[config.mk]
export PLATFORM = sky130hd
export DESIGN_NAME = barcode_pwm_seq
export DESIGN_NICKNAME = d
export VERILOG_FILES = /design/src/rtl/barcode_seq_pkg.sv /design/src/rtl/barcode_pwm_gen.sv /design/src/rtl/barcode_pwm_seq.sv
export SDC_FILE = /design/constraint.sdc
export NUM_CORES = 1
export LEC_CHECK = 0
export ABC_AREA = 1
export BUFFER_PORTS_ARGS = -buffer_cell sky130_fd_sc_hd__buf_4
export CORE_MARGIN = 2
export CORE_UTILIZATION = 36
export DETAILED_ROUTE_END_ITERATION = 8
export SETUP_SLACK_MARGIN = 0.02
export SLEW_MARGIN = 20
export SYNTH_ARGS = -nofsm -noshare
export SYNTH_HDL_FRONTEND = slang
export SYNTH_SLANG_ARGS = --single-unit
export TNS_END_PERCENT = 30
[constraint.sdc]
create_clock -name CLK -period 3.6 [get_ports CLK]
set_input_delay 0.72 -clock CLK [delete_from_list [all_inputs] [get_ports CLK]]
set_output_delay 0.72 -clock CLK [all_outputs]
set_load 0.1 [all_outputs]
[src/rtl/barcode_seq_pkg.sv]
// Shared definitions for the barcode LED driver sequencer: state encoding,
// PWM carrier width and the default CURREN settle time.
package barcode_seq_pkg;

    typedef enum logic [2:0] {
        ST_IDLE   = 3'd0,
        ST_SETTLE = 3'd1,
        ST_GUARD  = 3'd2,
        ST_SEND   = 3'd3,
        ST_TAIL   = 3'd4
    } state_e;

    localparam int PWM_CNT_W             = 8;
    localparam int DEFAULT_SETTLE_CYCLES = 1200;

endpackage

[src/rtl/barcode_pwm_gen.sv]
// PWM carrier for '1' symbols: an 8-bit counter cleared at each symbol start,
// compared against DUTY and registered so BARCODEPWM is glitch-free.
module barcode_pwm_gen
    import barcode_seq_pkg::*;
(
    input  logic                 clk_i,
    input  logic                 rst_i,
    input  logic                 clear_i,
    input  logic                 send_i,
    input  logic                 bit_i,
    input  logic [PWM_CNT_W-1:0] duty_i,
    output logic                 pwm_o
);

    logic [PWM_CNT_W-1:0] cnt_q, cnt_d;
    logic                 pwm_q, pwm_d;

    // Inputs describe the coming cycle, so the compare uses the next count.
    always_comb begin
        cnt_d = clear_i ? '0 : cnt_q + PWM_CNT_W'(1);
        pwm_d = send_i & bit_i & (cnt_d < duty_i);
    end

    always_ff @(posedge clk_i or posedge rst_i) begin
        if (rst_i) begin
            cnt_q <= '0;
            pwm_q <= 1'b0;
        end else begin
            cnt_q <= cnt_d;
            pwm_q <= pwm_d;
        end
    end

    assign pwm_o = pwm_q;

endmodule

[src/rtl/barcode_pwm_seq.sv]
// Sequencer driving CURREN/BARCODEEN/BARCODEPWM of the iCE40UP barcode LED
// driver: power-up settle, guard, LSB-first symbol serialisation, ordered shutdown.
module barcode_pwm_seq
    import barcode_seq_pkg::*;
#(
    parameter int DATA_W        = 32,
    parameter int LEN_W         = 6,
    parameter int DIV_W         = 16,
    parameter int SETTLE_CYCLES = DEFAULT_SETTLE_CYCLES
) (
    input  logic              CLK,
    input  logic              RST,
    input  logic              START_VALID,
    output logic              START_READY,
    input  logic [DATA_W-1:0] PATTERN,
    input  logic [LEN_W-1:0]  PATTERN_LEN,
    input  logic [DIV_W-1:0]  BIT_DIV,
    input  logic [7:0]        DUTY,
    input  logic              ABORT,
    output logic              CURREN,
    output logic              BARCODEEN,
    output logic              BARCODEPWM,
    output logic              BUSY,
    output logic              DONE,
    output logic              ABORTED,
    output state_e            DBG_STATE
);

    localparam int SET_W = $clog2(SETTLE_CYCLES + 1);

    state_e             state_q;
    logic [SET_W-1:0]   settle_cnt_q;
    logic [DIV_W-1:0]   div_cnt_q, div_q;
    logic [LEN_W-1:0]   idx_q, len_q;
    logic [DATA_W-1:0]  shift_q;
    logic [7:0]         duty_q;
    logic               curren_q, en_q, busy_q, done_q, aborted_q, abort_pend_q;

    logic [LEN_W-1:0]   len_clamped;
    logic               div_end, last_sym;
    logic               send_nx, clear_nx, bit_nx;

    assign len_clamped = (PATTERN_LEN > LEN_W'(DATA_W)) ? LEN_W'(DATA_W) : PATTERN_LEN;
    assign div_end     = (div_cnt_q == div_q);
    assign last_sym    = (idx_q == len_q - LEN_W'(1));

    // What the carrier sees in the coming cycle: SEND entry/continuation and symbol boundaries.
    always_comb begin
        send_nx  = 1'b0;
        clear_nx = 1'b0;
        bit_nx   = shift_q[0];
        case (state_q)
            ST_GUARD: begin
                if (!ABORT) begin
                    send_nx  = 1'b1;
                    clear_nx = 1'b1;
                end
            end
            ST_SEND: begin
                if (!ABORT && !(div_end && last_sym)) begin
                    send_nx = 1'b1;
                    if (div_end) begin
                        clear_nx = 1'b1;
                        bit_nx   = shift_q[1];
                    end
                end
            end
            default: ;
        endcase
    end

    always_ff @(posedge CLK or posedge RST) begin
        if (RST) begin
            state_q      <= ST_IDLE;
            settle_cnt_q <= '0;
            div_cnt_q    <= '0;
            div_q        <= '0;
            idx_q        <= '0;
            len_q        <= '0;
            shift_q      <= '0;
            duty_q       <= '0;
            curren_q     <= 1'b0;
            en_q         <= 1'b0;
            busy_q       <= 1'b0;
            done_q       <= 1'b0;
            aborted_q    <= 1'b0;
            abort_pend_q <= 1'b0;
        end else begin
            done_q <= 1'b0;
            case (state_q)
                ST_IDLE: begin
                    if (START_VALID) begin
                        shift_q      <= PATTERN;
                        len_q        <= len_clamped;
                        div_q        <= BIT_DIV;
                        duty_q       <= DUTY;
                        aborted_q    <= 1'b0;
                        abort_pend_q <= 1'b0;
                        if (len_clamped == '0) begin
                            done_q <= 1'b1;
                        end else begin
                            state_q      <= ST_SETTLE;
                            settle_cnt_q <= SET_W'(1);
                            curren_q     <= 1'b1;
                            busy_q       <= 1'b1;
                        end
                    end
                end
                ST_SETTLE: begin
                    if (ABORT) begin
                        state_q      <= ST_TAIL;
                        abort_pend_q <= 1'b1;
                    end else if (settle_cnt_q == SET_W'(SETTLE_CYCLES)) begin
                        state_q <= ST_GUARD;
                        en_q    <= 1'b1;
                    end else begin
                        settle_cnt_q <= settle_cnt_q + SET_W'(1);
                    end
                end
                ST_GUARD: begin
                    if (ABORT) begin
                        state_q      <= ST_TAIL;
                        en_q         <= 1'b0;
                        abort_pend_q <= 1'b1;
                    end else begin
                        state_q   <= ST_SEND;
                        div_cnt_q <= '0;
                        idx_q     <= '0;
                    end
                end
                ST_SEND: begin
                    if (ABORT) begin
                        state_q      <= ST_TAIL;
                        en_q         <= 1'b0;
                        abort_pend_q <= 1'b1;
                    end else if (div_end) begin
                        if (last_sym) begin
                            state_q <= ST_TAIL;
                            en_q    <= 1'b0;
                        end else begin
                            idx_q     <= idx_q + LEN_W'(1);
                            shift_q   <= shift_q >> 1;
                            div_cnt_q <= '0;
                        end
                    end else begin
                        div_cnt_q <= div_cnt_q + DIV_W'(1);
                    end
                end
                ST_TAIL: begin
                    // CURREN falls only here, one cycle after BARCODEEN.
                    state_q   <= ST_IDLE;
                    curren_q  <= 1'b0;
                    busy_q    <= 1'b0;
                    done_q    <= 1'b1;
                    aborted_q <= abort_pend_q;
                end
                default: state_q <= ST_IDLE;
            endcase
        end
    end

    barcode_pwm_gen u_pwm (
        .clk_i   (CLK),
        .rst_i   (RST),
        .clear_i (clear_nx),
        .send_i  (send_nx),
        .bit_i   (bit_nx),
        .duty_i  (duty_q),
        .pwm_o   (BARCODEPWM)
    );

    assign START_READY = (state_q == ST_IDLE);
    assign CURREN      = curren_q;
    assign BARCODEEN   = en_q;
    assign BUSY        = busy_q;
    assign DONE        = done_q;
    assign ABORTED     = aborted_q;
    assign DBG_STATE   = state_q;

endmodule

Word level (Yosys, flattened, before mapping). Cells that the tools add are included.

Reductions and logical operators: 23. Muxes and demuxes: 57. $lt $le $gt $ge: 2. Equal/unequal tests: 22. $add $sub $neg: 5. Bitwise gates (word level): 2.

Operators with widths (number): $mux 32 (4); $mux 16 (4); $pmux 32 s2 (1); $mux 11 (4); $pmux 16 s2 (1); $mux 6 (5); $mux 3 (8); $pmux 11 s2 (1); $ne 2x2->1 const B (10); $reduce_and 5->1 (4); $mux 1 (19); $add 16x1->16 const B (1); $eq 16x16->1 (1); $ne 3x3->1 const B (4); $pmux 1 s2 (6); $pmux 3 s4 (1); $pmux 6 s2 (1); $add 11x1->11 const B (1); $eq 11x11->1 const B (1); $reduce_bool 2->1 (5); $add 8x1->8 const B (1); $lt 8x8->1 (1); $mux 8 (1); $add 6x1->6 const B (1); 19 further kinds (25).

Word-level logic and storage cells: 126. Output and inout port bits: 10. Input bits: 66. Register bits after elaboration: 112.

Logic depth before layout (Yosys ltp).
Word-level depth: 10. Mapped depth: 20. Mapped depth without buffers: 20.

By module. A second synthesis with hierarchy kept.

Cell total of the unflattened synthesis: 880. Area, all modules: 6493.7 sq um.

By module, submodules not included: barcode_pwm_seq (cells an instance 808, sequential area each 2577.5 sq um, instances 1, area each 5925.7 sq um); barcode_pwm_gen (cells an instance 72, sequential area each 225.2 sq um, instances 1, area each 568.0 sq um).

Worst setup path after synthesis. No wires, ideal clock.

Path type: register -> register. Start point: register state_q[1], in the netlist DBG_STATE[1]. End point: register u_pwm.pwm_q, in the netlist u_pwm.pwm_o. Library setup time: 0.078 ns. Path buffers: 1. Slack: 0.560 ns. Clock period less this slack: 3.040 ns. Data required time: 3.522 ns. Arrival time: 2.962 ns. Stages on the path, launching flop included: 17. Cells stage by stage: dfrtp_1 -> inv_2 -> nor2_2 -> inv_2 -> nor2_2 -> nand2_1 -> inv_2 -> nand3_2 -> nand2_2 -> buf_2 -> nor3_1 -> ha_1 -> a21oi_1 -> nor2_1 -> a211oi_1 -> o2111ai_1 -> a21oi_1.

Longest elaborated chain between the ends: 5. Elaborated cells between the ends (all ways): 9. Classes of those cells: 1 x order compare; 2 x eq/ne; 4 x mux; 2 x bitwise.

Ends and longest elaborated chain: start: declaration (RTL line barcode_pwm_seq.sv:31) `state_e state_q;`; start signal: assignment (RTL line barcode_pwm_seq.sv:74) `state_q <= ST_IDLE;`; start signal: assignment (RTL line barcode_pwm_seq.sv:102) `state_q <= ST_SETTLE;`; start signal: assignment (RTL line barcode_pwm_seq.sv:111) `state_q <= ST_TAIL;`; $eq 3x2->1 (RTL line barcode_pwm_seq.sv:52) `case (state_q)`; $pmux 1 s2 (*) (RTL line barcode_pwm_seq.sv:52); $mux 8 (*) (RTL line barcode_pwm_gen.sv:20) `cnt_d = clear_i ? '0 : cnt_q + PWM_CNT_W'(1);`; net u_pwm.cnt_d[5] (RTL line barcode_pwm_gen.sv:15) `logic [PWM_CNT_W-1:0] cnt_q, cnt_d;`; $lt 8x8->1 (*) (RTL line barcode_pwm_gen.sv:21) `pwm_d = send_i & bit_i & (cnt_d < duty_i);`; $and 1x1->1 (*) (RTL line barcode_pwm_gen.sv:21); net u_pwm.pwm_d (RTL line barcode_pwm_gen.sv:16) `logic pwm_q, pwm_d;`; end signal: assignment (RTL line barcode_pwm_gen.sv:30) `pwm_q <= pwm_d;`; end: declaration (RTL line barcode_pwm_gen.sv:16).

Mark *: on every way through the listed nets, which the timed path passes. The rest lies on a longest branch. A chain may end at the register's enable or synchronous reset.

Worst setup path after layout.
Start point: register len_q[0]. End point: register u_pwm.pwm_q, in the netlist u_pwm.pwm_o.

Longest elaborated chain between the ends: 10. Elaborated cells between the ends (all ways): 15. Classes of those cells: 1 x add/sub; 1 x order compare; 1 x eq/ne; 7 x mux; 2 x bitwise; 3 x reduce/logical.

Ends and longest elaborated chain: start: declaration (RTL line barcode_pwm_seq.sv:34) `logic [LEN_W-1:0] idx_q, len_q;`; start signal: assignment (RTL line barcode_pwm_seq.sv:94) `len_q <= len_clamped;`; $sub 6x1->6 (RTL line barcode_pwm_seq.sv:45) `assign last_sym = (idx_q == len_q - LEN_W'(1));`; $eq 6x6->1 (RTL line barcode_pwm_seq.sv:45); $logic_and 1x1->1 (RTL line barcode_pwm_seq.sv:60) `if (!ABORT && !(div_end && last_sym)) begin`; $logic_not 1->1 (RTL line barcode_pwm_seq.sv:60); $logic_and 1x1->1 (RTL line barcode_pwm_seq.sv:60); $mux 1 (RTL line barcode_pwm_seq.sv:60); $pmux 1 s2 (RTL line barcode_pwm_seq.sv:52); $mux 8 (RTL line barcode_pwm_gen.sv:20); net u_pwm.cnt_d[5] (RTL line barcode_pwm_gen.sv:15); $lt 8x8->1 (RTL line barcode_pwm_gen.sv:21); $and 1x1->1 (RTL line barcode_pwm_gen.sv:21); net u_pwm.pwm_d (RTL line barcode_pwm_gen.sv:16).

The timed path passes the listed nets, and every way through them passes these cells.

==> reports/qor.txt <==
SYNTH
----------------------------------------------------------------------------------------
Fraction of the mapped netlist area in adder cells ........................      0.02725
Area fraction of the dominant cell type after synthesis ...................       0.4695
Async set-reset flop share out of synthesis ...............................        1.000
Synth Area in XOR/XNOR ....................................................      0.03961
Dominant combinational cell family by area after synthesis ................ simple AND/OR/NAND/NOR gates
Sequential cell area fraction in the yosys report .........................       0.4695
Nets in the synthesized netlist ...........................................          839
Post-synth cell types .....................................................           42
Share of synthesized area spent on multiplexers ...........................     0.002515
Number of standard cells after synthesis ..................................          760
Avg Cell Area, Syn ........................................................    7.855 um2
Number of flops mapped to enable cells by yosys ...........................            0
Synthesized area .......................................................... 0.005969 mm2
Most common flop cell mapped by yosys ..................................... sky130_fd_sc_hd__dfrtp_1
Library cell with the largest summed area after synthesis ................. sky130_fd_sc_hd__dfrtp_1
Flop and latch count out of synthesis .....................................          112
Top post-synthesis cells by area .......................................... sky130_fd_sc_hd__dfrtp_1, sky130_fd_sc_hd__nand2_1, sky130_fd_sc_hd__o21ai_0, sky130_fd_sc_hd__inv_1, sky130_fd_sc_hd__nand3_1
Compound-Gate Fraction of Synth Area ......................................       0.1191
Area share of and/or/nand/nor cells after synthesis .......................       0.2532
Yosys warning count .......................................................            0

LAYOUT
----------------------------------------------------------------------------------------
Number of standard cells in the final layout excluding fillers ............         1054
Area used by sequential logic in the layout ............................... 0.002803 mm2
Count of filler cells inserted in the layout ..............................         1668
Layout cells sized above 1 ................................................       0.1643
Post-layout utilization of the core .......................................       0.4306
Multi-input gate area in the final layout ................................. 0.002636 mm2
Final net count ...........................................................          908
Total inserted antenna cells ..............................................            0
Synthesis-to-finish area growth ...........................................       18.34%
Post-route design area .................................................... 0.007064 mm2

JOB
----------------------------------------------------------------------------------------
Number of max-cap violations ..............................................            0

STA
----------------------------------------------------------------------------------------
Final hold violation count ................................................            0
Worst Hold Slack ..........................................................     370.4 ps
Final Max Tran Viols ......................................................            0
Upper clock frequency limit ...............................................    333.6 MHz
Post-route fraction of the period consumed by the critical path ...........       0.8326
RSZ-0062 raised after global routing ......................................           no
Final setup fails .........................................................            0
Worst path setup slack after routing ......................................     602.6 ps
Final period demand of the worst path .....................................      2997 ps
Total Negative Setup Slacks ...............................................         0 ps
Worst slew margin relative to its limit ...................................       0.6272
Actual transition at the worst max-transition pin .........................     559.1 ps
Largest clock skew in the final design ....................................     10.55 ps

GRT
----------------------------------------------------------------------------------------
Via count of the first global-routing pass ................................         4733
Layer with the highest usage ..............................................         met2
Overall Global Routing Usage ..............................................       0.1571
Antenna violations before repair ..........................................            0
Met1 usage ................................................................       0.2090
Overflow left after global routing ........................................            0
Global-route met3 utilization .............................................      0.04291
Met2 GRT Util .............................................................       0.2499
Largest net degree at the start of global routing .........................           67
First-pass GRT wire length ................................................     22.29 mm

WORST SETUP PATH
----------------------------------------------------------------------------------------
Critical setup path kind .................................................. flop to flop
Source of the worst register-to-register timing path ......................     len_q[0]
Reg2reg path depth ........................................................           15
Crit path arrival time ....................................................      3280 ps
Worst flop-to-flop path endpoint ..........................................  u_pwm.pwm_o
Kind of end point of the critical path ....................................         flop
Reg2Reg Setup Slack .......................................................       600 ps
CP startpoint kind ........................................................         flop
Critical path peak fanout .................................................           17
CP required ...............................................................      3880 ps

DIE
----------------------------------------------------------------------------------------
Area of the die ...........................................................  0.01763 mm2
Ports .....................................................................           76
Height of the die .........................................................     132.8 um
Initial core utilization ..................................................       0.3638
Standard cell core area ...................................................  0.01641 mm2
Width of the die ..........................................................     132.8 um
Number of rows in the core area ...........................................           47

PLACED DESIGN
----------------------------------------------------------------------------------------
Number of port buffers ....................................................           75
Worst slack after detailed placement ......................................     616.4 ps
Placement Cell Area ....................................................... 0.006759 mm2
Routability congestion estimate from global placement .....................       0.8829
Number of placed cells counting well taps .................................         1038
Total half-perimeter wirelength after legalization and detailed placement .     9.394 mm

CLOCK TREE
----------------------------------------------------------------------------------------
TritonCTS Buffers .........................................................            9
Clock Sinks ...............................................................          112
Latest clock arrival within the worst-skew pair ...........................       360 ps
CTS tree ..................................................................         done
Clock transition at the registers of the reported paths ...................        80 ps
CTS Hold Buffers Added ....................................................            0
Number of buffers on the longest clock path ...............................            2
CTS H-tree lvls ...........................................................            3
Post-CTS setup buffer count ...............................................            0
Root cell of the clock tree ............................................... sky130_fd_sc_hd__clkbuf_16
Post-cts gate resize count ................................................            0

DETAILED ROUTING
----------------------------------------------------------------------------------------
Detailed router's first-iteration violation count .........................          247
DR vias/cell ..............................................................        4.603
Total wire length after detailed routing ..................................     12.98 mm
Count of antenna-violating nets left after detailed routing ...............            0
Final routed wire length divided by cell count ............................     12.32 um
Number of remaining DRC errors ............................................            0
Via count .................................................................         4852
Drt first pass iters ......................................................            4

PWR
----------------------------------------------------------------------------------------
Total power draw ..........................................................     5.584 mW
Pwr per Cell Area ......................................................... 790.5 mW/mm2
Maximum vdd ir drop .......................................................    0.3772 mV
Leakage power .............................................................     3.462 nW

OUTCOME
----------------------------------------------------------------------------------------
Outcome ...................................................................    completed

HOLD PATH
----------------------------------------------------------------------------------------
Class of the tightest hold or removal check ............................... primary input to async pin

cells by family (layout without fill, tap and decap cells):
kind of cell    count (synthesis)  in the layout
simple gates                  343            343
flops                         112            112
mux                             1              1
compound gates                132            132
fa+ha+maj                      13             13
xor+xnor                       27             27
buf+inv                       132            206
flip-flops by register name (all words and copies together) (netlist names), 3 cells and up:
name          cells
settle_cnt_q     11
div_cnt_q        16
div_q            16
shift_q          32
duty_q            8
len_q             6
DBG_STATE         3
u_pwm.cnt_q       8
idx_q             6
synth_stat cells, drive strengths merged, types with 9 or more instances:
| cell | instances |
|---|---|
| inv | 106 |
| nor2 | 48 |
| o21ai | 102 |
| xnor2 | 13 |
| clkbuf | 13 |
| dfrtp | 112 |
| a21oi | 23 |
| ha | 13 |
| buf | 12 |
| nand2 | 216 |
| nand4 | 9 |
| nand3 | 39 |
| xor2 | 14 |
| nor3 | 29 |
cell usage in the layout, fill, tap and decap left out, drive strengths merged, types with 2 or more instances in the layout:
cell type  count
nand2        216
dfrtp        112
inv          106
o21ai        102
buf           83
nor2          48
nand3         39
nor3          29
a21oi         23
xor2          14
xnor2         13
ha            13
clkbuf        11
nand4          9
clkinvlp       3
clkinv         2
worst max-delay path: stages, from the launching register on:
cell and delay, ps:
sky130_fd_sc_hd__dfrtp_1 390, sky130_fd_sc_hd__inv_1 120, sky130_fd_sc_hd__ha_1 250, sky130_fd_sc_hd__xor2_1 160
sky130_fd_sc_hd__nand3_1 80, sky130_fd_sc_hd__nor2_1 130, sky130_fd_sc_hd__nand3_2 160, sky130_fd_sc_hd__nand3_2 150
sky130_fd_sc_hd__nand2_2 210, sky130_fd_sc_hd__nor3_1 290, sky130_fd_sc_hd__ha_1 300, sky130_fd_sc_hd__a21oi_1 150
sky130_fd_sc_hd__nor2_1 50, sky130_fd_sc_hd__a211oi_1 180, sky130_fd_sc_hd__o2111ai_1 140, sky130_fd_sc_hd__a21oi_1 150
worst max path at each step:
stage                 startpoint     endpoint  slack, ps
global placement        len_q[0]  u_pwm.pwm_o        760
CTS                     len_q[0]  u_pwm.pwm_o        590
floorplan           DBG_STATE[1]  u_pwm.pwm_o        560
detailed placement      len_q[0]  u_pwm.pwm_o        620
finish                  len_q[0]  u_pwm.pwm_o        600
global route            len_q[0]  u_pwm.pwm_o        290
where the power goes:
| group | switching [mW] | internal, mW |
|---|---|---|
| Sequential | 0.297 | 1.76 |
| Clock | 0.472 | 0.564 |
| Combinational | 1.67 | 0.819 |
| Total | 2.44 | 3.14 |
metal layers:
metal  wire length (um)  share of wire
met2               5929           0.46
met4                223          0.017
met3                652          0.050
met1               6178           0.48
met5                  0              0
layout make-up:
type	instances	share of cell area
clock buffer	11	0.03436
inverter	107	0.05792
timing repair buffer	83	0.08998
clock inverter	5	0.008856
tap	220	0.03897
sequential	112	0.3967
multi-input combinational	516	0.3732
Note: power is estimated with default switching activity, not from simulation.
